--- src/rtl/vram_pkg.sv ---
// Shared definitions for the VRAM arbiter: default bus widths, FSM encoding
// and the grant decision helper used when both ports are waiting.
package vram_pkg;

  localparam int ADDR_W_DEF = 15;
  localparam int DATA_W_DEF = 32;

  typedef enum logic [1:0] {
    ST_IDLE     = 2'd0,
    ST_ISSUE    = 2'd1,
    ST_COMPLETE = 2'd2
  } state_t;

  // Display wins ties unless the CPU has been starved for too long.
  function automatic logic pick_cpu(input logic disp_pend,
                                    input logic cpu_pend,
                                    input logic starved);
    return cpu_pend && (!disp_pend || starved);
  endfunction

endpackage

--- src/rtl/vram_req_slot.sv ---
// One-deep pending request holder: captures a request pulse and its payload.
// A pulse arriving in the same cycle as clear refills the freed slot.
// A pulse arriving while the slot is occupied (and not clearing) is dropped.
module vram_req_slot #(
  parameter int W = 8
) (
  input  logic         clk,
  input  logic         reset,
  input  logic         req,
  input  logic [W-1:0] data,
  input  logic         clear,
  output logic         pending,
  output logic [W-1:0] held
);

  // Load on a free (or freeing) slot, otherwise drop pending on clear.
  always_ff @(posedge clk or posedge reset) begin
    if (reset) begin
      pending <= 1'b0;
      held    <= '0;
    end else if (req && (!pending || clear)) begin
      pending <= 1'b1;
      held    <= data;
    end else if (clear) begin
      pending <= 1'b0;
    end
  end

endmodule

--- src/rtl/vram_arbiter.sv ---
// Arbitrates display reads and CPU reads/writes onto a single-port VRAM.
// Idle-path latency: request sampled at edge N, ready pulse in cycle N+3.
// Each port holds one pending request; display has priority with CPU anti-starvation.
module vram_arbiter
  import vram_pkg::*;
#(
  parameter int ADDR_W     = ADDR_W_DEF,
  parameter int DATA_W     = DATA_W_DEF,
  parameter int STARVE_MAX = 4
) (
  input  logic              clk,
  input  logic              reset,
  input  logic              disp_req,
  input  logic [ADDR_W-1:0] disp_addr,
  output logic [DATA_W-1:0] disp_data,
  output logic              disp_ready,
  input  logic              cpu_req,
  input  logic              cpu_we,
  input  logic [ADDR_W-1:0] cpu_addr,
  input  logic [DATA_W-1:0] cpu_wdata,
  output logic [DATA_W-1:0] cpu_rdata,
  output logic              cpu_ready,
  output logic              mem_en,
  output logic              mem_we,
  output logic [ADDR_W-1:0] mem_addr,
  output logic [DATA_W-1:0] mem_wdata,
  input  logic [DATA_W-1:0] mem_rdata,
  output logic              disp_overrun
);

  localparam int CNT_W   = $clog2(STARVE_MAX + 1);
  localparam int CPU_W   = 1 + ADDR_W + DATA_W;
  localparam logic [CNT_W-1:0] CNT_MAX = CNT_W'(STARVE_MAX);

  state_t state, next_state;

  logic              disp_pend, cpu_pend;
  logic [ADDR_W-1:0] disp_slot_addr;
  logic [CPU_W-1:0]  cpu_slot;
  logic              cpu_slot_we;
  logic [ADDR_W-1:0] cpu_slot_addr;
  logic [DATA_W-1:0] cpu_slot_wdata;

  logic             grant_cpu;      // port owning the access in flight
  logic [CNT_W-1:0] cpu_wait_cnt;
  logic             starved;

  logic              start, finish, grant_sel;
  logic              disp_clear, cpu_clear;
  logic              mem_en_d, mem_we_d;
  logic [ADDR_W-1:0] mem_addr_d;
  logic [DATA_W-1:0] mem_wdata_d;

  vram_req_slot #(.W(ADDR_W)) u_disp_slot (
    .clk     (clk),
    .reset   (reset),
    .req     (disp_req),
    .data    (disp_addr),
    .clear   (disp_clear),
    .pending (disp_pend),
    .held    (disp_slot_addr)
  );

  vram_req_slot #(.W(CPU_W)) u_cpu_slot (
    .clk     (clk),
    .reset   (reset),
    .req     (cpu_req),
    .data    ({cpu_we, cpu_addr, cpu_wdata}),
    .clear   (cpu_clear),
    .pending (cpu_pend),
    .held    (cpu_slot)
  );

  assign cpu_slot_we    = cpu_slot[CPU_W-1];
  assign cpu_slot_addr  = cpu_slot[DATA_W +: ADDR_W];
  assign cpu_slot_wdata = cpu_slot[DATA_W-1:0];
  assign starved        = (cpu_wait_cnt >= CNT_MAX);

  // State register.
  always_ff @(posedge clk or posedge reset) begin
    if (reset) state <= ST_IDLE;
    else       state <= next_state;
  end

  // Next-state logic: leave IDLE whenever work is pending, rest is fixed.
  always_comb begin
    next_state = ST_IDLE;
    case (state)
      ST_IDLE:     next_state = (disp_pend || cpu_pend) ? ST_ISSUE : ST_IDLE;
      ST_ISSUE:    next_state = ST_COMPLETE;
      ST_COMPLETE: next_state = ST_IDLE;
      default:     next_state = ST_IDLE;
    endcase
  end

  // Output decode: grant choice and the values the mem_* flops load next.
  always_comb begin
    start       = (state == ST_IDLE) && (disp_pend || cpu_pend);
    finish      = (state == ST_COMPLETE);
    grant_sel   = pick_cpu(disp_pend, cpu_pend, starved);
    disp_clear  = finish && !grant_cpu;
    cpu_clear   = finish && grant_cpu;
    mem_en_d    = start;
    mem_we_d    = 1'b0;
    mem_addr_d  = '0;
    mem_wdata_d = '0;
    if (start) begin
      if (grant_sel) begin
        mem_we_d    = cpu_slot_we;
        mem_addr_d  = cpu_slot_addr;
        mem_wdata_d = cpu_slot_wdata;
      end else begin
        mem_addr_d  = disp_slot_addr;
      end
    end
  end

  // Registered RAM interface, active only during ISSUE.
  always_ff @(posedge clk or posedge reset) begin
    if (reset) begin
      mem_en    <= 1'b0;
      mem_we    <= 1'b0;
      mem_addr  <= '0;
      mem_wdata <= '0;
    end else begin
      mem_en    <= mem_en_d;
      mem_we    <= mem_we_d;
      mem_addr  <= mem_addr_d;
      mem_wdata <= mem_wdata_d;
    end
  end

  // Remember which port owns the access until it completes.
  always_ff @(posedge clk or posedge reset) begin
    if (reset)      grant_cpu <= 1'b0;
    else if (start) grant_cpu <= grant_sel;
  end

  // Count display wins over a waiting CPU; saturates, cleared by a CPU grant.
  always_ff @(posedge clk or posedge reset) begin
    if (reset) begin
      cpu_wait_cnt <= '0;
    end else if (start) begin
      if (grant_sel)                           cpu_wait_cnt <= '0;
      else if (cpu_pend && (cpu_wait_cnt != CNT_MAX)) cpu_wait_cnt <= cpu_wait_cnt + 1'b1;
    end
  end

  // Completion: capture read data for the owning port and pulse its ready.
  always_ff @(posedge clk or posedge reset) begin
    if (reset) begin
      disp_ready <= 1'b0;
      cpu_ready  <= 1'b0;
      disp_data  <= '0;
      cpu_rdata  <= '0;
    end else begin
      disp_ready <= disp_clear;
      cpu_ready  <= cpu_clear;
      if (disp_clear) disp_data <= mem_rdata;
      if (cpu_clear)  cpu_rdata <= mem_rdata;
    end
  end

  // Sticky flag for a display request dropped because its slot was busy.
  always_ff @(posedge clk or posedge reset) begin
    if (reset) disp_overrun <= 1'b0;
    else if (disp_req && disp_pend && !disp_clear) disp_overrun <= 1'b1;
  end

endmodule

--- config.mk ---
export PLATFORM = sky130hd
export DESIGN_NAME = vram_arbiter
export DESIGN_NICKNAME = d
export VERILOG_FILES = /design/src/rtl/vram_pkg.sv /design/src/rtl/vram_req_slot.sv /design/src/rtl/vram_arbiter.sv
export SDC_FILE = /design/constraint.sdc
export NUM_CORES = 1
export LEC_CHECK = 0
export CAP_MARGIN = 30
export CORE_MARGIN = 3
export CORE_UTILIZATION = 50
export CTS_CLUSTER_SIZE = 25
export DETAILED_ROUTE_END_ITERATION = 10
export PLACE_DENSITY = 0.85
export SLEW_MARGIN = 20
export SYNTH_ARGS = -nofsm -noshare
export SYNTH_HDL_FRONTEND = slang
export SYNTH_HIERARCHICAL = 1
export SYNTH_SLANG_ARGS = --single-unit
--- constraint.sdc ---
create_clock -name clk -period 14.2 [get_ports clk]
set_clock_uncertainty 0.2 [all_clocks]
set_input_delay 3.55 -clock clk [delete_from_list [all_inputs] [get_ports clk]]
set_output_delay 3.55 -clock clk [all_outputs]
set_load 0.1 [all_outputs]
; Yosys cells after proc, flatten, opt, wreduce, memory -nomap -nowiden
; Index checks and enable logic that the tools add are counted.
[op_classes]
n_reduce_logical = 22
addsub = 1
muxes = 14
eq_ne = 3
n_lt_le_gt_ge = 1
[op_table]
columns = op, count
row1 = two-way mux 32 bit, 2
row2 = two-way mux 15 bit, 2
row3 = logical AND 1 bit, 9
row4 = two-way mux 1 bit, 7
row5 = two-way mux 3 bit, 2
row6 = nonzero test 2 bit, 3
row7 = logical NOT 1 bit, 4
row8 = logical OR 1 bit, 4
row9 = one-hot mux 2 bit (2 select lines), 1
row10 = "adder 3 x 1 -> 3 bit, second input constant", 1
row11 = "greater-or-equal comparator 3 bit, second input constant", 1
row12 = "inequality test 3 bit, second input constant", 1
row13 = "== test 2 x 1 -> 1 bit, second input constant", 1
row14 = "== test 2 bit, second input constant", 1
row15 = logical NOT 2 bit, 1
row16 = AND reduction 2 bit, 1
[word_totals]
in_bits = 99
ff_bits = 187
output_inout_bits = 116
word_cells = 57

; Longest topological paths before layout
; Gate-level depths: netlist (run 1).
[depth]
ltp_word = 5
depth_mapped = 8
depth_no_buf = 5

; Cells and area by module
; Netlist (run 1), hierarchy kept.
[by_module_without_submodules]
columns = mod, seq_area_each_um2, cells_per_inst, area_each_um2, n_inst
row1 = vram_arbiter, 3027.9, 309, 4473.0, 1
row2 = vram_req_slot at u_cpu_slot, 1226.2, 106, 1915.6, 1
row3 = vram_req_slot at u_disp_slot, 400.4, 36, 663.1, 1

; Worst setup path before layout (run 1)
; No wires, ideal clock.
[synth_path]
path_type = reg2out
startpoint = register mem_en
endpoint = output mem_en
arrival_time_ns = 0.980
required_time_ns = 10.450
n_path_buf = 0
path_stages_with_launch = 1
setup_slack_ns = 9.470
cell_sequence = dfrtp_1
[synth_rtl]
columns = element, line_no
row1 = start: declaration, vram_arbiter.sv:23  ; output logic mem_en,
row2 = start signal: assignment, vram_arbiter.sv:126  ; mem_en <= mem_en_d;
; No word-level cell between the ends.

; Worst setup path after layout (run 1)
[layout_path]
startpoint = register mem_en
endpoint = output mem_en
; No word-level cell between the ends.

==> results of run 1 <==
## cell usage in the layout (no fill, tap or decap), types with 2 or more instances in the layout
cell type,count
nand2b_4,2
inv_1,6
o21ai_0,15
clkinvlp_4,3
clkinv_2,6
and2_1,33
nand2_1,5
clkbuf_16,17
buf_4,5
a21oi_1,15
o21ai_1,3
mux2_2,92
clkdlybuf4s50_1,214
ha_1,2
a21o_1,2
mux2_1,5
nand3_1,15
bufinv_16,2
nand2b_1,2
dfrtp_1,186
clkbuf_8,3
mux2_4,30
## final cells by class
cell class / instances / area share (%)
tap: 176 / 2.23
clock buffer: 20 / 4.72
inverter: 8 / 0.329
timing repair buffer: 220 / 22.2
clock inverter: 12 / 1.23
sequential: 186 / 47.0
multi-input combinational: 233 / 22.2
## logic make-up (layout without fill, tap and decap cells)
family | count (synthesis) | after routing | synth area share, %
and+or+nand+nor | 68 | 68 | 6.26
adders and majority gates | 2 | 2 | 0.355
buffers and inverters | 32 | 260 | 2.84
DFF | 186 | 186 | 66.0
muxes | 127 | 127 | 21.9
AOI/OAI and AO/OA | 36 | 36 | 2.66
## synth_stat cells
cell type | number | area [um2]
nor3b_4 | 1 | 18.8
nand2b_4 | 2 | 27.5
a21o_1 | 2 | 15.0
nand3_1 | 15 | 75.1
nand3b_1 | 1 | 7.51
ha_1 | 2 | 25.0
inv_1 | 8 | 30.0
buf_6 | 6 | 67.6
nand2b_1 | 2 | 12.5
or2b_1 | 1 | 7.51
nand2_2 | 1 | 6.26
clkbuf_1 | 6 | 22.5
a21oi_1 | 15 | 75.1
buf_2 | 9 | 45.0
mux2_1 | 5 | 56.3
nor2_1 | 1 | 3.75
nor3_1 | 1 | 5.00
nor2_8 | 1 | 20.0
mux2_2 | 92 | 1040
or3b_1 | 1 | 8.76
nor2b_1 | 2 | 12.5
buf_4 | 2 | 15.0
o21ai_1 | 3 | 15.0
and2_1 | 33 | 206
o21ai_0 | 15 | 75.1
o21bai_1 | 1 | 7.51
mux2_4 | 30 | 450
nand2_1 | 5 | 18.8
nand2_4 | 1 | 11.3
buf_12 | 1 | 20.0
dfrtp_1 | 186 | 4650
## how the worst min path moves through the flow
stage                            start            end  slack [ns]  cells after the start
CTS                 u_cpu_slot/held[5]   mem_wdata[5]        0.28                      1
finish              u_cpu_slot/held[5]   mem_wdata[5]        0.27                      1
detailed placement  u_cpu_slot/held[0]   mem_wdata[0]        0.26                      1
global route             disp_data[15]  disp_data[15]        0.30                      1
floorplan           u_cpu_slot/held[0]   mem_wdata[0]        0.25                      1
global placement    u_cpu_slot/held[3]   mem_wdata[3]        0.26                      1
## per-stage QoR
stage	hold WS [ns]	area (um2)	worst slack, ns	std cells
floorplan	0.247	7050	7.24	451
global placement	0.257	9280	8.58	821
detailed placement	0.260	9310	8.51	823
CTS	0.281	9890	8.37	855
global route	0.302	9890	8.33	855
finish	0.274	9890	8.40	855
## metal layers
| metal | track usage, % | vias to the layer above | wire length [um] |
|---|---|---|---|
| met3 | 5.75 | 22 | 1150 |
| li1 | - | 1966 | - |
| met2 | 32.5 | 192 | 7330 |
| met1 | 26.9 | 2161 | 6620 |
| met4 | 6.90 | 0 | 272 |
| met5 | 0 | - | 0 |
## registers in the layout (all words and copies together), names as in the netlist, 3 cells and up
signal            flops
mem_wdata            32
u_disp_slot/held     15
cpu_wait_cnt          3
cpu_rdata            32
disp_data            32
mem_addr             15
u_cpu_slot/held      48
==> qor.yml, run 1 <==
setup_viol: 0
cts_inserted_buffers: 17
syn_area_per_cell_um2: 15.6
vias: 4341
cp-start-kind: "register"
grt_pass1_wl_um: 24900
drc: 0
clk_latency_ns: 0.42
grt_max_degree: 66
crit_family: "buffers and inverters"
crit_slowest_cell: "clkdlybuf4s50_1"
io_pins: 215
synth_cells: 451
slew_violations: 0
rows: 42
multi_input_area_mm2: 0.00220
port_buffers: 214
startpoint: "mem_en"
grt_antenna_before_repair: 0
drt-pass1-iter-count: 4
first_iter_violations: 232
cts_tree: "yes"
cts_setup_buffers: 0
path_cells: "clkdlybuf4s50_1"
worst_r2r_startpoint: "u_cpu_slot/pending"
final-hold-violation-count: 0
critical_path_peak_fanout: 6
yosysUniqueCellTypes: 31
reg2reg_to: "u_cpu_slot/held[3]"
cap_violations: 0
critical_path_arrival_ns: 2.05
clock.fmax_ghz: 0.173
crit_buf_inv: 1
crit_type: "reg -> out"
die_height_um: 125
netlist_area_mm2: 0.00705
synth_seq_cells: 186
critical_path_required_ns: 10.45
fin_crit_ns: 5.80
slew_headroom_pct: 30.4
hold_class: "reg -> reg"
root_buffer: "clkbuf_16"
n_antenna_cell: 0
fin_crit_sh_pct: 40.8
clock_path_buffers: 2
path_depth: 1
status: "complete, no violations"
htreeDepth: 4
core-area_mm2: 0.0135
start_util_pct: 52.2
reg2reg_depth: 4
via_per_inst: 5.08
drive_gt1_share_pct: 24.9
synth.net_count: 552
max_slew.worst_pin.slew_ns: 1.04
die_area_mm2: 0.0156
wirelength_um: 15400
cts.sink_count: 186
holdBufCountCts: 0
hpwl_um: 10900
ys_warn_count: 6
slowest_delay_ns: 1.18
grt_util_all_layers_pct: 20.3
place.gp.congestion: 0.823
yosysSeqAreaShare_pct: 66.0
ant_nets: 0
avgRoutedWirePerCell_um: 18.0
r2r_slack_ns: 11.95
nets: 767
final-seq-area_mm2: 0.00465
crit_end: "mem_en"
fillerInstances: 823
worstSetupEndpointType: "primary output"
grt_overflow_total: 0
die_w_um: 125
post-route-util_pct: 73.3
setup_tns_ns: 0
cts_resized: 0
area_delta_synth_final_pct: 40.3
grt_pass1_vias: 4740
rsz0062_at_grt: "no"
cts.clk_slew.worst_paths_ns: 0.07
Power of run 1 is left out: the tool's default activity adds up to more than one toggle a clock period on the data nets, which glitch-free logic cannot reach.
==> inputs of run 2 (changes only) <==
Settings changed: CORE_UTILIZATION 50 to 47, PLACE_DENSITY 0.85 to 0.8.
Clock period 14.2 ns to 5.8 ns, I/O delays scaled along.
==> run 2 against run 1 <==
Compared with the run above: wire length shrank 1.3%; flip-flop and latch count is the same; non-clock buffer count grew 2; count of clock-buffer cells in the layout grew 1; die area grew 6.1%.
==> qor.yml, run 2 (same netlist as run 1, synthesis figures left out) <==
cts_setup_buffers: 0
grt_antenna_before_repair: 1
ant_nets: 0
crit_slowest_cell: "clkdlybuf4s50_1"
setup_tns_ns: 0
cp-start-kind: "register"
holdWs_ns: 0.270
hpwl_um: 11000
root_buffer: "clkbuf_16"
slew_headroom_pct: 32.0
final-hold-violation-count: 0
clk_latency_ns: 0.41
grt_max_degree: 83
crit_buf_inv: 1
final_common_cell: "clkdlybuf4s50_1"
clock.fmax_ghz: 0.271
avgRoutedWirePerCell_um: 17.6
vias: 4290
grt_util_all_layers_pct: 18.9
cts.sink_count: 186
cts.clk_slew.worst_paths_ns: 0.06
wirelength_um: 15200
via_per_inst: 4.97
fin_ws_ns: 2.12
dp_cells: 833
critical_path_arrival_ns: 2.03
core-area_mm2: 0.0146
grt_pass1_wl_um: 24100
layout_common_cells: "214 x clkdlybuf4s50_1, 186 x dfrtp_1, 92 x mux2_2"
cts_resized: 0
drc: 0
grt_overflow_total: 0
finalNonFillerCells: 863
die_area_mm2: 0.0165
cts_inserted_buffers: 17
cap_violations: 0
port_buffers: 214
n_antenna_cell: 0
hold_class: "reg -> reg"
path_cells: "clkdlybuf4s50_1"
htreeDepth: 4
dpl_worst_slack_ns: 2.25
fillerInstances: 1015
drt-pass1-iter-count: 4
critical_path_peak_fanout: 6
nets: 769
setup_viol: 0
holdBufCountCts: 0
grt_pass1_vias: 4580
drive_gt1_share_pct: 24.2
crit_type: "reg -> out"
die_w_um: 128
max_slew.worst_pin.slew_ns: 1.02
rows: 44
crit_family: "buffers and inverters"
area_delta_synth_final_pct: 40.3
io_pins: 215
slew_violations: 0
clock_path_buffers: 2
worstSetupEndpointType: "primary output"
rsz0062_at_grt: "no"
fin_crit_ns: 3.68
status: "complete, no violations"
slowest_delay_ns: 1.17
start_util_pct: 48.3
first_iter_violations: 195
place.gp.congestion: 0.792
largest_reg_flops: 48
top_register: "u_cpu_slot/held"
cts_tree: "yes"
fin_crit_sh_pct: 63.5
critical_path_required_ns: 4.15
die_height_um: 128
## run 2: path summary, 6_finish.rpt
path / startpoint / endpoint / cells past startpoint / slack (ns)
max in group asynchronous: reset / cpu_rdata[1] / 3 / 3.13
hold / removal: u_cpu_slot/held[10] / mem_wdata[10] / 1 / 0.27
setup reg to reg: mem_en / u_cpu_slot/held[16] / 7 / 2.87
min in group asynchronous: reset / u_cpu_slot/held[42] / 2 / 1.29
hold reg to reg: u_cpu_slot/held[10] / mem_wdata[10] / 1 / 0.27
setup / recovery: mem_en / mem_en / 1 / 2.12
## run 2: area by class of cell
| cell class | count | area (um2) | area share [%] |
|---|---|---|---|
| multi-input cells | 233 | 2200 | 22.2 |
| flip-flops and latches | 186 | 4650 | 47.0 |
| repair buffers | 222 | 2210 | 22.4 |
| clock buffers | 21 | 440 | 4.45 |
| well taps | 184 | 230 | 2.33 |
| inverters | 8 | 35.0 | 0.354 |
| clock inverters | 9 | 125 | 1.26 |
## run 2: metrics by stage
step	instance area, um2	util, %
2_1_floorplan	7050	-
3_3_place_gp	9290	63.7
3_5_place_dp	9330	63.9
4_1_cts	9890	67.8
5_1_grt	9900	67.8
6_report	9900	67.8
## run 2: routing by layer
layer	part of all wire, %	GRT usage (%)	routed length [um]	vias up
met5	0.086	0	13	-
met2	47	30.8	7150	174
met3	9.4	6.52	1430	18
met4	1.4	5.93	206	2
met1	42	24.1	6380	2118
li1	-	-	-	1978
Power of run 2 is left out for the same reason.
==> inputs of run 3 (changes only) <==
Clock period 5.8 ns to 3.44 ns, I/O delays scaled along.
==> run 3 against run 2 <==
Compared with the run above: non-clock buffer count decreased by 1; count of clock-buffer cells in the layout decreased by 1; critical endpoint unchanged; final area decreased by 1.6%; via count increased by 1.2%.
==> qor.yml, run 3 (same netlist as run 1, synthesis figures left out) <==
htreeDepth: 4
fin_crit_sh_pct: 65.8
max_slew.worst_pin.slew_ns: 0.717
slew_headroom_pct: 52.2
crit_buf_inv: 1
r2r_slack_ns: 1.29
final_common_cell: "dfrtp_1"
dp_cells: 832
ant_nets: 0
final-hold-violation-count: 0
clk_latency_ns: 0.42
layout_common_cells: "186 x dfrtp_1, 120 x buf_4, 98 x clkdlybuf4s50_1"
setup_tns_ns: 0
critical_path_peak_fanout: 6
holdBufCountCts: 0
hold-path-endpoint: "disp_overrun"
n_antenna_cell: 0
grt_pass1_vias: 4628
rows: 44
slowest_delay_ns: 0.45
slew_violations: 0
nets: 768
grt_overflow_total: 0
reg2reg_to: "mem_wdata[4]"
crit_family: "flip-flops"
die_height_um: 128
via_per_inst: 5.02
crit_type: "reg -> out"
io_pins: 215
reg2reg_depth: 3
wirelength_um: 15500
grt_max_degree: 64
root_buffer: "clkbuf_16"
core-area_mm2: 0.0146
critical_path_required_ns: 2.38
cts_resized: 0
critical_path_arrival_ns: 1.20
cp-start-kind: "register"
cap_violations: 0
rsz0062_at_grt: "no"
vias: 4341
cts_tree: "yes"
cts_inserted_buffers: 17
path_cells: "buf_4"
start_util_pct: 48.3
hpwl_um: 11000
crit_slowest_cell: "dfrtp_1"
cts.clk_slew.worst_paths_ns: 0.07
grt_util_all_layers_pct: 19.1
min_path_cells: 1
clock_path_buffers: 2
first_iter_violations: 143
finalNonFillerCells: 864
fin_crit_ns: 2.26
die_area_mm2: 0.0165
largest_reg_flops: 48
setup_viol: 0
avgRoutedWirePerCell_um: 17.9
die_w_um: 128
hold_class: "reg -> reg"
drc: 0
drive_gt1_share_pct: 42.1
hp-start: "disp_overrun"
port_buffers: 214
place.gp.congestion: 0.762
drt-pass1-iter-count: 4
grt_antenna_before_repair: 0
fillerInstances: 1017
cts.sink_count: 186
grt_pass1_wl_um: 24400
area_delta_synth_final_pct: 38.1
worst_r2r_startpoint: "u_cpu_slot/pending"
top_register: "u_cpu_slot/held"
worstSetupEndpointType: "primary output"
cts_setup_buffers: 0
clock.fmax_ghz: 0.442
status: "complete, no violations"
[run 3: area by class of cell]
| cell class | instances | area [um2] | share of cell area (%) |
|---|---|---|---|
| inverters | 8 | 33.8 | 0.347 |
| repair buffers | 221 | 1940 | 19.9 |
| multi-input cells | 233 | 2200 | 22.6 |
| clock buffers | 20 | 467 | 4.79 |
| flip-flops and latches | 186 | 4650 | 47.8 |
| clock inverters | 12 | 208 | 2.13 |
| well taps | 184 | 230 | 2.36 |
[run 3: per-layer routing]
metal / routed length, um / global-route usage, %
met5: 0 / 0
met4: 198 / 6.30
met3: 1640 / 7.02
met2: 7250 / 30.0
met1: 6420 / 24.8
[run 3: worst max path at each step]
stage                        from                   to  depth (start not counted)
final                      mem_en               mem_en                          1
after global routing       mem_en               mem_en                          1
after CTS                  mem_en               mem_en                          1
after detailed placement  cpu_req  u_cpu_slot/held[15]                          4
after global placement    cpu_req  u_cpu_slot/held[15]                          4
after floorplan            mem_en  u_cpu_slot/held[18]                          8
[run 3: through the flow]
step / area, um2 / setup WS [ns] / hold WS [ns] / util [%]
floorplan: 7060 / 0.724 / 0.247 / -
global placement: 9060 / 1.02 / 0.258 / 62.1
detailed placement: 9060 / 1.00 / 0.262 / 62.1
CTS: 9730 / 1.16 / 0.278 / 66.7
global route: 9740 / 1.12 / 0.292 / 66.7
finish: 9740 / 1.18 / 0.276 / 66.7
Power of run 3 is left out for the same reason.
